===== src/rtl/wb_intern_xbar.sv =====
// wb_intern_xbar: one Wishbone master (PCI target FSM) to NUM_SLAVES slaves.
// The slave-select field in the master address picks the slave. Addresses
// that decode past the last slave are answered locally with an error. Error
// status is sticky and is cleared with ERR_CLR_I.
// Optional build macro: WB_XBAR_TIMEOUT_EN adds a BUSY-state ACK watchdog
// that ends a stalled access with an error after TIMEOUT_CYC cycles.
//
// state      | meaning
// -----------+----------------------------------------------------------
// ST_IDLE    | no access in flight, waiting for master STB
// ST_BUSY    | request registered onto the selected slave, waiting for ACK
// ST_RELEASE | master ACK issued, waiting for master STB to drop
module wb_intern_xbar #(
    parameter int                NUM_SLAVES  = 5,
    parameter int                ADDR_W      = 32,
    parameter int                DATA_W      = 32,
    parameter int                SEL_LSB     = 12,
    parameter int                SEL_W       = 3,
    parameter int                TIMEOUT_CYC = 255,
    parameter logic [DATA_W-1:0] ERR_DATA    = 32'hDEAD_BEEF
) (
    input  logic                         PHY_CLK33_I,
    input  logic                         PHY_RST_I,
    input  logic [ADDR_W-1:0]            M_WB_ADD_I,
    input  logic [DATA_W-1:0]            M_WB_DATA_I,
    output logic [DATA_W-1:0]            M_WB_DATA_O,
    input  logic                         M_WB_STB_I,
    input  logic                         M_WB_WE_I,
    output logic                         M_WB_ACK_O,
    output logic                         M_WB_VALID_O,
    output logic [NUM_SLAVES*ADDR_W-1:0] S_WB_ADD_O,
    output logic [NUM_SLAVES*DATA_W-1:0] S_WB_DATA_O,
    input  logic [NUM_SLAVES*DATA_W-1:0] S_WB_DATA_I,
    output logic [NUM_SLAVES-1:0]        S_WB_STB_O,
    output logic [NUM_SLAVES-1:0]        S_WB_WE_O,
    input  logic [NUM_SLAVES-1:0]        S_WB_ACK_I,
    input  logic [NUM_SLAVES-1:0]        S_WB_VALID_I,
    input  logic                         ERR_CLR_I,
    output logic                         ERR_FLAG_O,
    output logic                         ERR_TO_O,
    output logic [ADDR_W-1:0]            ERR_ADD_O
);

    typedef enum logic [1:0] {
        ST_IDLE    = 2'd0,
        ST_BUSY    = 2'd1,
        ST_RELEASE = 2'd2
    } state_t;

    // Reject parameter sets the decoder cannot represent.
    if (NUM_SLAVES < 1 || NUM_SLAVES > 8 || (1 << SEL_W) < NUM_SLAVES ||
        TIMEOUT_CYC < 1 || TIMEOUT_CYC > 65535) begin : g_bad_params
        $error("wb_intern_xbar: illegal parameter combination");
    end

    state_t              state_q, state_d;
    logic [SEL_W-1:0]    idx_q, idx_d;
    logic [ADDR_W-1:0]   add_q, add_d;
    logic [DATA_W-1:0]   wdata_q, wdata_d;
    logic                we_q, we_d;
    logic                stb_q, stb_d;
    logic                ack_q, ack_d;
    logic                valid_q, valid_d;
    logic [DATA_W-1:0]   rdata_q, rdata_d;
    logic                err_flag_q, err_flag_d;
    logic [ADDR_W-1:0]   err_add_q, err_add_d;
`ifdef WB_XBAR_TIMEOUT_EN
    logic                err_to_q, err_to_d;
    logic [15:0]         cnt_q, cnt_d;
`endif

    logic [SEL_W-1:0]    m_idx;
    logic                m_idx_ok;
    logic                sel_ack;
    logic                sel_valid;
    logic [DATA_W-1:0]   sel_rdata;

    assign m_idx    = M_WB_ADD_I[SEL_LSB +: SEL_W];
    assign m_idx_ok = (int'(m_idx) < NUM_SLAVES);

    // Pick the response of the latched slave; all other slaves are ignored.
    always_comb begin
        sel_ack   = 1'b0;
        sel_valid = 1'b0;
        sel_rdata = '0;
        for (int i = 0; i < NUM_SLAVES; i++) begin
            if (idx_q == SEL_W'(i)) begin
                sel_ack   = S_WB_ACK_I[i];
                sel_valid = S_WB_VALID_I[i];
                sel_rdata = S_WB_DATA_I[i*DATA_W +: DATA_W];
            end
        end
    end

    // Fan the registered request out to the selected slave only; others see 0.
    always_comb begin
        S_WB_STB_O  = '0;
        S_WB_WE_O   = '0;
        S_WB_ADD_O  = '0;
        S_WB_DATA_O = '0;
        for (int i = 0; i < NUM_SLAVES; i++) begin
            if (stb_q && (idx_q == SEL_W'(i))) begin
                S_WB_STB_O[i]                  = 1'b1;
                S_WB_WE_O[i]                   = we_q;
                S_WB_ADD_O[i*ADDR_W +: ADDR_W] = add_q;
                S_WB_DATA_O[i*DATA_W +: DATA_W] = wdata_q;
            end
        end
    end

    // Next-state and next-output computation for the transaction FSM.
    always_comb begin
        state_d    = state_q;
        idx_d      = idx_q;
        add_d      = add_q;
        wdata_d    = wdata_q;
        we_d       = we_q;
        stb_d      = stb_q;
        ack_d      = 1'b0;
        valid_d    = 1'b0;
        rdata_d    = rdata_q;
        // Clear first so that an error raised in the same cycle overrides it.
        err_flag_d = ERR_CLR_I ? 1'b0 : err_flag_q;
        err_add_d  = ERR_CLR_I ? '0   : err_add_q;
`ifdef WB_XBAR_TIMEOUT_EN
        err_to_d   = ERR_CLR_I ? 1'b0 : err_to_q;
        cnt_d      = cnt_q;
`endif
        case (state_q)
            ST_IDLE: begin
                if (M_WB_STB_I) begin
                    if (m_idx_ok) begin
                        idx_d   = m_idx;
                        add_d   = M_WB_ADD_I;
                        wdata_d = M_WB_DATA_I;
                        we_d    = M_WB_WE_I;
                        stb_d   = 1'b1;
                        state_d = ST_BUSY;
`ifdef WB_XBAR_TIMEOUT_EN
                        cnt_d   = '0;
`endif
                    end else begin
                        ack_d      = 1'b1;
                        valid_d    = 1'b0;
                        rdata_d    = ERR_DATA;
                        err_flag_d = 1'b1;
                        err_add_d  = M_WB_ADD_I;
`ifdef WB_XBAR_TIMEOUT_EN
                        err_to_d   = 1'b0;
`endif
                        state_d    = ST_RELEASE;
                    end
                end
            end
            ST_BUSY: begin
                if (!M_WB_STB_I) begin
                    // Master abandoned the access: drop the slave, no ACK.
                    stb_d   = 1'b0;
                    state_d = ST_IDLE;
                end else if (sel_ack) begin
                    stb_d   = 1'b0;
                    ack_d   = 1'b1;
                    valid_d = sel_valid;
                    rdata_d = sel_rdata;
                    state_d = ST_RELEASE;
                end
`ifdef WB_XBAR_TIMEOUT_EN
                else if (cnt_q == 16'(TIMEOUT_CYC)) begin
                    stb_d      = 1'b0;
                    ack_d      = 1'b1;
                    valid_d    = 1'b0;
                    rdata_d    = ERR_DATA;
                    err_flag_d = 1'b1;
                    err_to_d   = 1'b1;
                    err_add_d  = add_q;
                    state_d    = ST_RELEASE;
                end else begin
                    cnt_d = cnt_q + 16'd1;
                end
`endif
            end
            ST_RELEASE: begin
                if (!M_WB_STB_I) begin
                    state_d = ST_IDLE;
                end
            end
            default: begin
                stb_d   = 1'b0;
                state_d = ST_IDLE;
            end
        endcase
    end

    // State and registered outputs; reset drops any slave strobe at once.
    always_ff @(posedge PHY_CLK33_I or posedge PHY_RST_I) begin
        if (PHY_RST_I) begin
            state_q    <= ST_IDLE;
            idx_q      <= '0;
            add_q      <= '0;
            wdata_q    <= '0;
            we_q       <= 1'b0;
            stb_q      <= 1'b0;
            ack_q      <= 1'b0;
            valid_q    <= 1'b0;
            rdata_q    <= '0;
            err_flag_q <= 1'b0;
            err_add_q  <= '0;
`ifdef WB_XBAR_TIMEOUT_EN
            err_to_q   <= 1'b0;
            cnt_q      <= '0;
`endif
        end else begin
            state_q    <= state_d;
            idx_q      <= idx_d;
            add_q      <= add_d;
            wdata_q    <= wdata_d;
            we_q       <= we_d;
            stb_q      <= stb_d;
            ack_q      <= ack_d;
            valid_q    <= valid_d;
            rdata_q    <= rdata_d;
            err_flag_q <= err_flag_d;
            err_add_q  <= err_add_d;
`ifdef WB_XBAR_TIMEOUT_EN
            err_to_q   <= err_to_d;
            cnt_q      <= cnt_d;
`endif
        end
    end

    assign M_WB_ACK_O   = ack_q;
    assign M_WB_VALID_O = valid_q;
    assign M_WB_DATA_O  = rdata_q;
    assign ERR_FLAG_O   = err_flag_q;
    assign ERR_ADD_O    = err_add_q;
`ifdef WB_XBAR_TIMEOUT_EN
    assign ERR_TO_O     = err_to_q;
`else
    assign ERR_TO_O     = 1'b0;
`endif

endmodule


===== config.mk =====
export PLATFORM = sky130hd
export DESIGN_NAME = wb_intern_xbar
export DESIGN_NICKNAME = d
export VERILOG_FILES = /design/src/rtl/wb_intern_xbar.sv
export SDC_FILE = /design/constraint.sdc
export NUM_CORES = 1
export LEC_CHECK = 0
export CAP_MARGIN = 30
export CORE_AREA = 4 4 245 247
export CTS_CLUSTER_SIZE = 20
export DETAILED_ROUTE_END_ITERATION = 10
export DIE_AREA = 0 0 249 251
export PLACE_DENSITY_LB_ADDON = 0.3
export RECOVER_POWER = 25
export REMOVE_ABC_BUFFERS = 1
export SLEW_MARGIN = 5
export SYNTH_ARGS = -nofsm -noshare
export SYNTH_HDL_FRONTEND = slang
export SYNTH_SLANG_ARGS = --single-unit

===== constraint.sdc =====
create_clock -name PHY_CLK33_I -period 12.6 [get_ports PHY_CLK33_I]
set_input_delay 1.89 -clock PHY_CLK33_I [delete_from_list [all_inputs] [get_ports PHY_CLK33_I]]
set_output_delay 1.89 -clock PHY_CLK33_I [all_outputs]
set_load 0.01 [all_outputs]

==> tab_implementation.tex, run 1 <==
\begin{tabular}{lr}
\hline
Metric & Value \\
\hline
\multicolumn{2}{l}{\textbf{Status}} \\
\quad Result of the run & finished, violations left \\
\quad Failing checks & max-capacitance violations, max-slew violations \\
\multicolumn{2}{l}{\textbf{STA}} \\
\quad Count of endpoints failing hold in the final timing report & 0 \\
\quad Final setup violation count & 0 \\
\quad Shortest period the worst path allows & 7.611 ns \\
\quad Final total negative setup slack & 0 ns \\
\quad Hold slack & 0.4755 ns \\
\quad Unrepaired setup endpoints after global routing & no \\
\quad Clock skew & $\sim$0.014 ns \\
\quad Actual transition at the worst max-transition pin & between 3 and 4 ns \\
\quad Slew Limit Headroom & -145.7\% \\
\quad Slew Viols, Final & around 140 \\
\quad Final Cycle Share & 60.40\% \\
\quad Post-layout worst setup margin & 4.989 ns \\
\quad Maximum achievable frequency & 0.1314 GHz \\
\multicolumn{2}{l}{\textbf{Routing}} \\
\quad Post-detailed-route count of antenna-violating nets & 0 \\
\quad Met1 wire length & between 15000 and 20000 µm \\
\quad Post-detailed-route via-to-cell ratio & 3.947 \\
\quad Met2 Wirelength & around 22000 µm \\
\quad Drt first pass iters & 4 \\
\quad Met3 layer wire length in the routed design & 2546 µm \\
\quad DR DRC count & 0 \\
\quad Detailed-route wire length per cell & between 15 and 20 µm \\
\quad Count of vias placed by the detailed router & 8704 \\
\quad Initial DRC Count & 302 \\
\quad Top sig layer & met4 \\
\quad Routed Wire Length & 43170 µm \\
\multicolumn{2}{l}{\textbf{Clocking}} \\
\quad Hold-fix buffer count after cts & 0 \\
\quad Deepest level of the CTS H-tree & 4 \\
\quad Register clock-pin slew on the reported worst setup and hold paths & 0.06 ns \\
\quad Worst skew pair latency & 0.47 ns \\
\quad TritonCTS Sinks & 135 \\
\quad Post-cts sizing count & 0 \\
\quad Number of buffers between clock root and the deepest sink & 2 \\
\quad Clock tree root buffer cell & sky130\_fd\_sc\_hd\_\_clkbuf\_16 \\
\quad Total clock buffers created by CTS & 17 \\
\quad TritonCTS clock tree & yes \\
\quad Number of buffers inserted by post-CTS setup repair & 0 \\
\multicolumn{2}{l}{\textbf{Worst setup path}} \\
\quad CP arrival & 7.34 ns \\
\quad Critical path's largest stage delay & 2.54 ns \\
\quad Critical path class & input pin to asynchronous set/reset pin \\
\quad Crit path max-delay cell type & sky130\_fd\_sc\_hd\_\_clkbuf\_1 \\
\quad Critical path launch point type & input pin \\
\quad Required time at the worst-slack endpoint & 12.33 ns \\
\quad Endpoint kind of the worst setup timing path & asynchronous set/reset pin \\
\quad Crit Path Max Fanout & 74 \\
\quad List of cells traversed by the critical path & dlygate4sd3\_1 > clkinvlp\_2 > clkbuf\_1 > clkbuf\_1 \\
\quad Most used cell, CP & sky130\_fd\_sc\_hd\_\_clkbuf\_1 \\
\multicolumn{2}{l}{\textbf{Global route}} \\
\quad Global-route wire length before repair & 62640 µm \\
\quad Total congestion overflow after global routing & 0 \\
\quad Vias in the first global route & just over 9000 \\
\quad Initial antenna violation count & 2 \\
\quad GRT Total Usage & 13.33\% \\
\quad Maximum number of pins on one net before global-route repair & 75 \\
\multicolumn{2}{l}{\textbf{Floorplan}} \\
\quad Initial core utilization & approximately 15\% \\
\quad Area of the core region & 0.05759 mm² \\
\quad Die Footprint & between 0.06 and 0.07 mm² \\
\quad Vertical extent of the die & about 250 µm \\
\quad Top-level I/O count & 637 \\
\quad Standard-cell row count & 88 \\
\quad Die span in x & 249 µm \\
\multicolumn{2}{l}{\textbf{Logic synthesis}} \\
\quad Avg Synthesized Cell Area & 10.06 µm² \\
\quad Number of storage elements in the synthesis netlist & 135 \\
\quad Number of enable flip-flop cells after synthesis & 0 \\
\quad Post-synthesis cell area & 0.008477 mm² \\
\quad Distinct cells, synth & 33 \\
\quad Share of the yosys chip area belonging to registers & around two fifths \\
\quad Yosys Warn Count & 0 \\
\quad Leading register cell type out of synthesis & sky130\_fd\_sc\_hd\_\_dfrtp\_1 \\
\quad Top area cells in the synthesized netlist & sky130\_fd\_sc\_hd\_\_dfrtp\_1, sky130\_fd\_sc\_hd\_\_and2\_1, sky130\_fd\_sc\_hd\_\_mux2\_2 \\
\quad Area share of the largest cell type after synthesis & 39.85\% \\
\quad Fraction of registers with async set or reset after synthesis & 100.0\% \\
\quad Cell taking the most area after synthesis & sky130\_fd\_sc\_hd\_\_dfrtp\_1 \\
\quad Number of cells produced by synthesis & 843 \\
\multicolumn{2}{l}{\textbf{Worst hold path}} \\
\quad HP Class & flip-flop to flip-flop \\
\multicolumn{2}{l}{\textbf{Place}} \\
\quad Worst setup timing slack at the placement stage & 7.447 ns \\
\quad \# port buffers & 625 \\
\quad Estimated wirelength of the detail-placed design & 32350 µm \\
\quad Placer congestion estimate & 0.8597 \\
\quad Cell total after placement & 2169 \\
\multicolumn{2}{l}{\textbf{Cells and area}} \\
\quad Area delta synth->final & 89.74\% \\
\quad Number of non-filler instances in the completed layout & 2205 \\
\quad Post-layout nets & 1663 \\
\quad Share of final-layout standard cells stronger than drive strength 1 & 10.93\% \\
\multicolumn{2}{l}{\textbf{Power and ir drop}} \\
\quad IR Drop Worst-Case VDD & 97.73 µV \\
\quad Power per Cell Area & 150.0 mW/mm² \\
\quad Leakage & 6.297 nW \\
\quad Post-layout total power & around 2.4 mW \\
\multicolumn{2}{l}{\textbf{Run}} \\
\quad Max-capacitance violation count & 2 \\
\hline
\end{tabular}
-- stage by stage --
step / util (%) / cell area (µm²)
floorplan: - / 8098
global placement: 26.86 / 15470
detailed placement: 26.86 / 15470
CTS: 27.93 / 16090
global route: 27.92 / 16080
finish: 27.93 / 16080
-- cell families after synthesis --
| family | count (synthesis) | synth area share, % |
|---|---|---|
| mux | 100 | 17.67 |
| simple gates | 400 | 27.73 |
| buf+inv | 100 | 5.402 |
| flops | 135 | 39.85 |
| compound gates | 107 | 9.299 |
| other cells | 1 | 0.04424 |
-- placed cells by master, fill, tap and decap left out, types with 3 or more instances in the layout --
cell,count
sky130_fd_sc_hd__a22o_1,24
sky130_fd_sc_hd__a22oi_1,10
sky130_fd_sc_hd__and2_1,250
sky130_fd_sc_hd__and3_1,64
sky130_fd_sc_hd__buf_4,14
sky130_fd_sc_hd__bufinv_16,3
sky130_fd_sc_hd__clkbuf_1,3
sky130_fd_sc_hd__clkbuf_16,17
sky130_fd_sc_hd__clkdlybuf4s50_1,598
sky130_fd_sc_hd__clkinv_4,3
sky130_fd_sc_hd__conb_1,11
sky130_fd_sc_hd__dfrtp_1,132
sky130_fd_sc_hd__dfrtp_2,3
sky130_fd_sc_hd__diode_2,3
sky130_fd_sc_hd__dlygate4sd3_1,27
sky130_fd_sc_hd__inv_1,10
sky130_fd_sc_hd__inv_6,4
sky130_fd_sc_hd__mux2_2,66
sky130_fd_sc_hd__mux4_2,33
sky130_fd_sc_hd__nand2_1,64
sky130_fd_sc_hd__nor2_1,5
sky130_fd_sc_hd__nor2_4,3
sky130_fd_sc_hd__nor2b_1,4
sky130_fd_sc_hd__o21ai_0,34
sky130_fd_sc_hd__o22a_1,24
sky130_fd_sc_hd__o22ai_1,8
-- per-layer routing --
metal | vias up | GRT usage (%)
li1 | 4047 | -
met1 | 4313 | 16.34
met2 | 317 | 22.75
met3 | 27 | 3.921
met4 | 0 | 4.007
met5 | - | 0
-- cell usage after synthesis (all sizes together) (2+ instances only) --
cell type,n
nor2b,4
o22a,24
nand2b,2
and2,250
a21o,2
nor2,8
nand2,64
dfrtp,135
inv,11
o22ai,8
nor3b,3
clkbuf,58
a22o,24
o21ai,34
mux2,67
a21oi,2
and3,65
buf,31
a22oi,10
mux4,33
-- final cells by class --
cell class                 count  area (µm²)
clock inverter                14       188.9
inverter                      11       42.54
tap                          765       957.2
multi-input combinational    618        4708
sequential                   135        3382
fill                        6049       41500
antenna                        3       7.507
clock buffer                  18       429.2
timing repair buffer         641        6369
-- power by group --
group | internal [mW] | switching, mW | total, mW
clock network | 0.317 | 0.227 | 0.544
registers | 0.548 | 0.135 | 0.683
logic | 0.647 | 0.538 | 1.19
total | 1.51 | 0.900 | 2.41
-- worst max-delay path, delay by kind of cell --
family   cells  cell delay (ns)
buf+inv      4             5.29
-- final timing paths --
| check | slack (ns) | from | to | cells after the start |
|---|---|---|---|---|
| worst min-delay path | 0.48 | ERR_FLAG_O$_DFF_PP0_ | ERR_FLAG_O$_DFF_PP0_ | 1 |
| min in group asynchronous | 2.92 | PHY_RST_I | M_WB_DATA_O[17]$_DFFE_PP0P_ | 2 |
| worst max-delay path | 4.99 | PHY_RST_I | ERR_FLAG_O$_DFF_PP0_ | 4 |
| max in group PHY_CLK33_I | 7.25 | idx_q[0]$_DFFE_PP0P_ | S_WB_DATA_O[123] | 5 |
| worst min register to register | 0.48 | ERR_FLAG_O$_DFF_PP0_ | ERR_FLAG_O$_DFF_PP0_ | 1 |
| worst max register to register | 9.26 | idx_q[0]$_DFFE_PP0P_ | M_WB_DATA_O[23]$_DFFE_PP0P_ | 6 |
-- sequential cells by signal, indices dropped and copies added, names as in the netlist --
name,count
stb_q,1
state_q,2
ERR_ADD_O,32
wdata_q,32
add_q,30
idx_q,2
M_WB_VALID_O,1
M_WB_DATA_O,32
ERR_FLAG_O,1
we_q,1
M_WB_ACK_O,1
Note: power is estimated with default switching activity, not from simulation.
==> run 2: changes to the inputs <==
Settings changed: CORE_AREA 4 4 245 247 to 4 4 248 250, DIE_AREA 0 0 249 251 to 0 0 252 254.
Clock period 12.6 ns to 6.83 ns, I/O delays scaled along.
==> run 2 against run 1 <==
Net effect:
- the run still ends with max-capacitance violations, max-slew violations left
- non-clock buffer count rose by 1
- clock-buffer cell count up 4
- clock skew is 0.0046 ns lower
- worst hold slack got worse by 0.00080 ns
- first-iteration DRC count grew 31%
- wire length decreased by 2.7%
==> tab_implementation.tex, run 2 (synthesis gave the netlist of run 1 again) <==
\begin{tabular}{lr}
\hline
Metric & Value \\
\hline
\multicolumn{2}{l}{\textbf{Status}} \\
\quad Result of the run & finished, violations left \\
\quad Failing checks & max-capacitance violations, max-slew violations \\
\multicolumn{2}{l}{\textbf{Clocking}} \\
\quad Number of buffers between clock root and the deepest sink & 2 (unchanged) \\
\quad Hold-fix buffer count after cts & 0 (unchanged) \\
\quad TritonCTS clock tree & yes \\
\quad Post-cts sizing count & 0 (unchanged) \\
\quad Worst skew pair latency & 0.47 ns (about the same) \\
\quad Number of buffers inserted by post-CTS setup repair & 0 (unchanged) \\
\quad Register clock-pin slew on the reported worst setup and hold paths & 0.06 ns (about the same) \\
\quad Clock tree root buffer cell & sky130\_fd\_sc\_hd\_\_clkbuf\_16 \\
\quad Deepest level of the CTS H-tree & 4 (unchanged) \\
\quad TritonCTS Sinks & 135 (unchanged) \\
\quad Total clock buffers created by CTS & 17 (unchanged) \\
\multicolumn{2}{l}{\textbf{Global route}} \\
\quad Total congestion overflow after global routing & 0 (unchanged) \\
\quad GRT Total Usage & 12.56\% (-0.77 points) \\
\quad Maximum number of pins on one net before global-route repair & 67 (-11\%) \\
\quad Global-route wire length before repair & 60000 µm (-4.2\%) \\
\quad Initial antenna violation count & 3 (+1) \\
\quad Vias in the first global route & 9018 (-0.51\%) \\
\multicolumn{2}{l}{\textbf{Place}} \\
\quad Instance area at placement & 0.01550 mm² (+0.24\%) \\
\quad Placer congestion estimate & 0.7753 (-9.8\%) \\
\quad \# port buffers & 625 (unchanged) \\
\quad Estimated wirelength of the detail-placed design & 32540 µm (+0.60\%) \\
\multicolumn{2}{l}{\textbf{Worst setup path}} \\
\quad Crit path max-delay cell type & sky130\_fd\_sc\_hd\_\_clkbuf\_1 \\
\quad Critical path class & input pin to asynchronous set/reset pin \\
\quad List of cells traversed by the critical path & dlygate4sd3\_1 > clkinvlp\_2 > clkbuf\_1 \\
\quad Critical path launch point type & input pin \\
\quad Critical path's largest stage delay & 2.49 ns (-0.05 ns) \\
\quad Required time at the worst-slack endpoint & 6.60 ns (-5.73 ns) \\
\quad Crit Path Max Fanout & 61 (-18\%) \\
\quad CP arrival & 4.52 ns (-2.82 ns) \\
\quad Endpoint kind of the worst setup timing path & asynchronous set/reset pin \\
\multicolumn{2}{l}{\textbf{STA}} \\
\quad Slew Viols, Final & 62 (-55\%) \\
\quad Maximum achievable frequency & 0.2106 GHz \\
\quad Final total negative setup slack & 0 ns (unchanged) \\
\quad Final setup violation count & 0 (unchanged) \\
\quad Final Cycle Share & between 60 and 70\% \\
\quad Shortest period the worst path allows & 4.749 ns \\
\quad Unrepaired setup endpoints after global routing & no \\
\quad Count of endpoints failing hold in the final timing report & 0 (unchanged) \\
\quad Slew Limit Headroom & -134.7\% (+11 points) \\
\quad Actual transition at the worst max-transition pin & 3.521 ns (-0.1439 ns) \\
\quad Clock skew & 0.009673 ns (-0.004635 ns) \\
\multicolumn{2}{l}{\textbf{Floorplan}} \\
\quad Vertical extent of the die & 254 µm (+1.2\%) \\
\quad Die span in x & 252 µm (+1.2\%) \\
\quad Standard-cell row count & 89 (+1.1\%) \\
\quad Top-level I/O count & 637 (unchanged) \\
\quad Area of the core region & 0.05902 mm² (+2.5\%) \\
\quad Die Footprint & 0.06401 mm² (+2.4\%) \\
\quad Initial core utilization & 14.36\% (-0.36 points) \\
\multicolumn{2}{l}{\textbf{Routing}} \\
\quad Initial DRC Count & 395 (+31\%) \\
\quad Detailed-route wire length per cell & 19.00 µm (-3.0\%) \\
\quad Count of vias placed by the detailed router & 8692 (-0.14\%) \\
\quad Drt first pass iters & 5 (+1) \\
\quad Routed Wire Length & 42000 µm (-2.7\%) \\
\quad Post-detailed-route count of antenna-violating nets & 0 (unchanged) \\
\quad Post-detailed-route via-to-cell ratio & 3.931 (-0.41\%) \\
\quad DR DRC count & 0 (unchanged) \\
\multicolumn{2}{l}{\textbf{Power and ir drop}} \\
\quad Leakage & 6.334 nW (+0.59\%) \\
\quad IR Drop Worst-Case VDD & 192.1 µV (+97\%) \\
\quad Power per Cell Area & 275.4 mW/mm² (+84\%) \\
\multicolumn{2}{l}{\textbf{Run}} \\
\quad Max-capacitance violation count & 1 (-1) \\
\multicolumn{2}{l}{\textbf{Cells and area}} \\
\quad Fill cells & 6230 (+3.0\%) \\
\quad Top library cells by usage in the layout, fill and taps aside & sky130\_fd\_sc\_hd\_\_clkdlybuf4s50\_1, sky130\_fd\_sc\_hd\_\_and2\_1, sky130\_fd\_sc\_hd\_\_dfrtp\_1 \\
\quad Post-layout nets & 1664 (+0.060\%) \\
\quad Most common cell after layout, fill and taps aside & sky130\_fd\_sc\_hd\_\_clkdlybuf4s50\_1 \\
\quad Combined flip-flop and latch cell area & 0.003382 mm² (unchanged) \\
\quad Final non-filler cell area & 0.01615 mm² (+0.40\%) \\
\quad Area delta synth->final & 90.49\% \\
\quad ANT cells & 0 (-3) \\
\quad Multi-input logic area & 0.004713 mm² (+0.11\%) \\
\quad Share of final-layout standard cells stronger than drive strength 1 & 11.13\% (+0.20 points) \\
\quad Post-Route Utilization & 27.36\% (-0.57 points) \\
\multicolumn{2}{l}{\textbf{Worst hold path}} \\
\quad HP Class & flip-flop to flip-flop \\
\hline
\end{tabular}
-- run 2: cell types whose count changed in the layout (fill, tap and decap cells not counted), sizes merged --
cell           change
inv                -6
clkbuf             +4
clkdlybuf4s50      -3
clkinv             +3
diode              -3
dlygate4sd3        +3
buf                +1
clkinvlp           -1
-- run 2: layer usage --
metal	GRT usage (%)	share of wire, %	wire [µm]	vias to the layer above
met5	0	0	0	-
met4	4.098	1.9	797	0
met3	3.562	6.4	2685	35
met2	22.24	52	21770	338
met1	14.67	40	16750	4267
li1	-	-	-	4052
-- run 2: final timing paths --
check	startpoint	endpoint	slack, ns	cells past startpoint
max	PHY_RST_I	add_q[30]$_DFFE_PP0P_	2.08	3
min	ERR_ADD_O[14]$_DFF_PP0_	ERR_ADD_O[14]$_DFF_PP0_	0.47	1
max reg2reg	idx_q[0]$_DFFE_PP0P_	M_WB_DATA_O[31]$_DFFE_PP0P_	3.40	6
min reg2reg	ERR_ADD_O[14]$_DFF_PP0_	ERR_ADD_O[14]$_DFF_PP0_	0.47	1
max in group PHY_CLK33_I	idx_q[0]$_DFFE_PP0P_	S_WB_ADD_O[131]	2.24	6
min in group asynchronous	PHY_RST_I	M_WB_DATA_O[20]$_DFFE_PP0P_	1.03	2
-- run 2: worst max-delay path, delay by kind of cell --
family | cells | cell delay [ns]
buffers and inverters | 3 | 3.39
-- run 2: layout make-up --
class                   count  area share, %
repair buffers            642          39.73
multi-input cells         618          29.19
flip-flops and latches    135          20.94
well taps                 773          5.989
clock buffers              22          2.999
clock inverters            10         0.8833
inverters                  11         0.2634
-- run 2: per-stage QoR --
stage                     hold slack (ns)  instances  worst slack, ns  power (mW)
final                              0.4748       2211            2.081       4.447
after global routing               0.5096       2211            1.235       4.729
after CTS                          0.4817       2210            2.140       4.560
after detailed placement           0.4678       2178            2.674       3.515
after global placement             0.4644       2177            2.711       3.491
after floorplan                    0.5211        764            2.111       2.200
-- run 2: where the power goes --
group	internal, mW	switching (mW)
combinational	1.20	0.962
sequential	1.01	0.272
clock	0.613	0.389
total	2.82	1.62
==> run 3: changes to the inputs <==
Clock period 6.83 ns to 4.3 ns, I/O delays scaled along.
==> run 3 against run 2 <==
Net effect:
- the run still ends with max-capacitance violations, max-slew violations left
- sequential share of layout area about the same
- register-to-register slack got worse by 2.2 ns
- sequential power increased by 58%
- setup slack got worse by 1.5 ns
- clock power increased by 63%
- critical path type is now flip-flop to primary output
==> tab_implementation.tex, run 3 (synthesis gave the netlist of run 1 again) <==
\begin{tabular}{lr}
\hline
Metric & Value \\
\hline
\multicolumn{2}{l}{\textbf{Status}} \\
\quad Result of the run & finished, violations left \\
\quad Failing checks & max-capacitance violations, max-slew violations \\
\multicolumn{2}{l}{\textbf{Cells and area}} \\
\quad Area delta synth->final & 90.91\% \\
\quad Post-layout nets & 1665 (+0.060\%) \\
\quad Most common cell after layout, fill and taps aside & sky130\_fd\_sc\_hd\_\_clkdlybuf4s50\_1 \\
\quad Post-Route Utilization & 27.42\% (+0.059 points) \\
\quad Final non-filler cell area & 0.01618 mm² (+0.22\%) \\
\quad Top library cells by usage in the layout, fill and taps aside & sky130\_fd\_sc\_hd\_\_clkdlybuf4s50\_1, sky130\_fd\_sc\_hd\_\_and2\_1, sky130\_fd\_sc\_hd\_\_dfrtp\_1 \\
\quad Share of final-layout standard cells stronger than drive strength 1 & 11.12\% (about the same) \\
\quad Number of non-filler instances in the completed layout & 2214 (+0.14\%) \\
\multicolumn{2}{l}{\textbf{Routing}} \\
\quad Detailed-route wire length per cell & 18.92 µm (-0.40\%) \\
\quad Post-detailed-route count of antenna-violating nets & 0 (unchanged) \\
\quad DR DRC count & 0 (unchanged) \\
\quad Count of vias placed by the detailed router & 8635 (-0.66\%) \\
\quad Initial DRC Count & 349 (-12\%) \\
\quad Drt first pass iters & 4 (-1) \\
\quad Routed Wire Length & 41890 µm (-0.26\%) \\
\quad Post-detailed-route via-to-cell ratio & 3.900 (-0.79\%) \\
\multicolumn{2}{l}{\textbf{STA}} \\
\quad Maximum achievable frequency & 0.2656 GHz \\
\quad Count of endpoints failing hold in the final timing report & 0 (unchanged) \\
\quad Final total negative setup slack & 0 ns (unchanged) \\
\quad Final Cycle Share & 87.55\% \\
\quad Shortest period the worst path allows & 3.765 ns \\
\quad Slew Viols, Final & 85 (+37\%) \\
\quad Final setup violation count & 0 (unchanged) \\
\quad Post-layout worst setup margin & 0.5354 ns (-1.546 ns) \\
\quad Unrepaired setup endpoints after global routing & no \\
\quad Actual transition at the worst max-transition pin & 2.479 ns (-1.042 ns) \\
\quad Hold slack & 0.4790 ns (+0.004296 ns) \\
\quad Clock skew & 0.01951 ns (+0.009837 ns) \\
\quad Slew Limit Headroom & -66.17\% (+69 points) \\
\multicolumn{2}{l}{\textbf{Worst setup path}} \\
\quad Crit Path Max Fanout & 40 (-34\%) \\
\quad Critical path's top delay family & simple AND/OR/NAND/NOR gates \\
\quad CP Buf/Inv Count & 2 (-1) \\
\quad Endpoint kind of the worst setup timing path & primary output \\
\quad Reg2reg end & M\_WB\_DATA\_O[24]\$\_DFFE\_PP0P\_ \\
\quad Crit path max-delay cell type & sky130\_fd\_sc\_hd\_\_and3\_2 \\
\quad Critical path launch point type & flip-flop \\
\quad Worst r2r src & idx\_q[1]\$\_DFFE\_PP0P\_ \\
\quad Critical path's largest stage delay & 0.58 ns (-1.91 ns) \\
\quad Reg2reg path depth & 5 (-1) \\
\quad List of cells traversed by the critical path & nor2b\_1 > and3\_2 > buf\_4 > and2\_1 > clkdlybuf4s50\_1 \\
\quad CP arrival & 3.12 ns (-1.40 ns) \\
\quad Setup slack of the most critical reg-to-reg path & 1.23 ns (-2.17 ns) \\
\quad Required time at the worst-slack endpoint & 3.65 ns (-2.95 ns) \\
\quad Critical path class & flip-flop to primary output \\
\multicolumn{2}{l}{\textbf{Floorplan}} \\
\quad Area of the core region & 0.05902 mm² (unchanged) \\
\quad Standard-cell row count & 89 (unchanged) \\
\quad Top-level I/O count & 637 (unchanged) \\
\quad Die Footprint & 0.06401 mm² (unchanged) \\
\quad Die span in x & 252 µm (unchanged) \\
\quad Initial core utilization & 14.36\% (unchanged) \\
\quad Vertical extent of the die & 254 µm (unchanged) \\
\multicolumn{2}{l}{\textbf{Power and ir drop}} \\
\quad Power per Cell Area & 439.5 mW/mm² (+60\%) \\
\quad IR Drop Worst-Case VDD & 303.8 µV (+58\%) \\
\quad Post-layout total power & 7.113 mW (+60\%) \\
\quad Leakage & 6.313 nW (-0.33\%) \\
\multicolumn{2}{l}{\textbf{Place}} \\
\quad Instance area at placement & 0.01557 mm² (+0.42\%) \\
\quad \# port buffers & 625 (unchanged) \\
\quad Cell total after placement & 2180 (+0.092\%) \\
\quad Estimated wirelength of the detail-placed design & 32390 µm (-0.46\%) \\
\quad Worst setup timing slack at the placement stage & 0.9999 ns (-1.674 ns) \\
\quad Placer congestion estimate & 0.8034 (+3.6\%) \\
\multicolumn{2}{l}{\textbf{Global route}} \\
\quad GRT Total Usage & 12.57\% (about the same) \\
\quad Initial antenna violation count & 1 (-2) \\
\quad Vias in the first global route & 9050 (+0.35\%) \\
\quad Maximum number of pins on one net before global-route repair & 101 (+51\%) \\
\quad Total congestion overflow after global routing & 0 (unchanged) \\
\quad Global-route wire length before repair & 60130 µm (+0.21\%) \\
\multicolumn{2}{l}{\textbf{Clocking}} \\
\quad Hold-fix buffer count after cts & 0 (unchanged) \\
\quad TritonCTS clock tree & yes \\
\quad Post-cts sizing count & 0 (unchanged) \\
\quad Number of buffers inserted by post-CTS setup repair & 0 (unchanged) \\
\quad Total clock buffers created by CTS & 17 (unchanged) \\
\quad TritonCTS Sinks & 135 (unchanged) \\
\quad Number of buffers between clock root and the deepest sink & 2 (unchanged) \\
\quad Deepest level of the CTS H-tree & 4 (unchanged) \\
\quad Clock tree root buffer cell & sky130\_fd\_sc\_hd\_\_clkbuf\_16 \\
\quad Register clock-pin slew on the reported worst setup and hold paths & 0.07 ns (about the same) \\
\quad Worst skew pair latency & 0.47 ns (about the same) \\
\multicolumn{2}{l}{\textbf{Worst hold path}} \\
\quad Count of cells along the worst hold path & 1 (unchanged) \\
\quad Sink of the worst hold path & ERR\_ADD\_O[14]\$\_DFF\_PP0\_ \\
\quad Startpoint of the tightest hold check path & ERR\_ADD\_O[14]\$\_DFF\_PP0\_ \\
\quad HP Class & flip-flop to flip-flop \\
\multicolumn{2}{l}{\textbf{Run}} \\
\quad Max-capacitance violation count & 2 (+1) \\
\hline
\end{tabular}
==> run 3: changes by cell type in the layout (fill, tap and decap cells not counted), moves of 2 or more <==
cell                              delta
sky130_fd_sc_hd__diode_2             +2
sky130_fd_sc_hd__clkdlybuf4s50_1    +13
sky130_fd_sc_hd__clkinv_2            -2
sky130_fd_sc_hd__clkinvlp_4          +3
sky130_fd_sc_hd__buf_4               -2
sky130_fd_sc_hd__dlygate4sd3_1      -13
sky130_fd_sc_hd__inv_6               +2
sky130_fd_sc_hd__clkbuf_8            -3
sky130_fd_sc_hd__buf_12              +3
==> run 3: worst max path at each step <==
stage | from | to | slack, ns | cells past startpoint
after floorplan | idx_q[0]$_DFFE_PP0P_ | M_WB_DATA_O[14]$_DFFE_PP0P_ | -0.18 | 4
after global placement | add_q[14]$_DFFE_PP0P_ | S_WB_ADD_O[104] | 1.03 | 5
after detailed placement | add_q[14]$_DFFE_PP0P_ | S_WB_ADD_O[85] | 1.0 | 6
after CTS | add_q[14]$_DFFE_PP0P_ | S_WB_ADD_O[85] | 0.44 | 6
after global routing | add_q[14]$_DFFE_PP0P_ | S_WB_ADD_O[65] | 0.26 | 6
final | add_q[14]$_DFFE_PP0P_ | S_WB_ADD_O[104] | 0.54 | 5
==> run 3: worst register-to-register path: stages, from the launching register on <==
cell	delay, ns
sky130_fd_sc_hd__dfrtp_2	0.49
sky130_fd_sc_hd__buf_4	0.53
sky130_fd_sc_hd__mux2_2	0.45
sky130_fd_sc_hd__a222oi_1	0.52
sky130_fd_sc_hd__nand3b_2	0.71
sky130_fd_sc_hd__o22ai_1	0.22
==> run 3: per-layer routing <==
layer | wire length, µm | GRT usage (%)
met5 | 0 | 0
met4 | 947 | 4.461
met3 | 2778 | 3.643
met2 | 21840 | 22.11
met1 | 16330 | 14.59
==> run 3: cell type report <==
class,instances,area [µm²]
multi-input cells,618,4708
clock inverters,13,193.9
inverters,11,42.54
clock buffers,19,442.9
diodes,2,5.005
repair buffers,643,6441
well taps,773,967.2
fillers,6217,42840
flip-flops and latches,135,3382
==> run 3: report_power, final <==
| part | total [mW] | switching [mW] | internal [mW] |
|---|---|---|---|
| clock network | 1.63 | 0.634 | 0.991 |
| logic | 3.46 | 1.53 | 1.93 |
| registers | 2.02 | 0.418 | 1.61 |
| total | 7.11 | 2.58 | 4.53 |
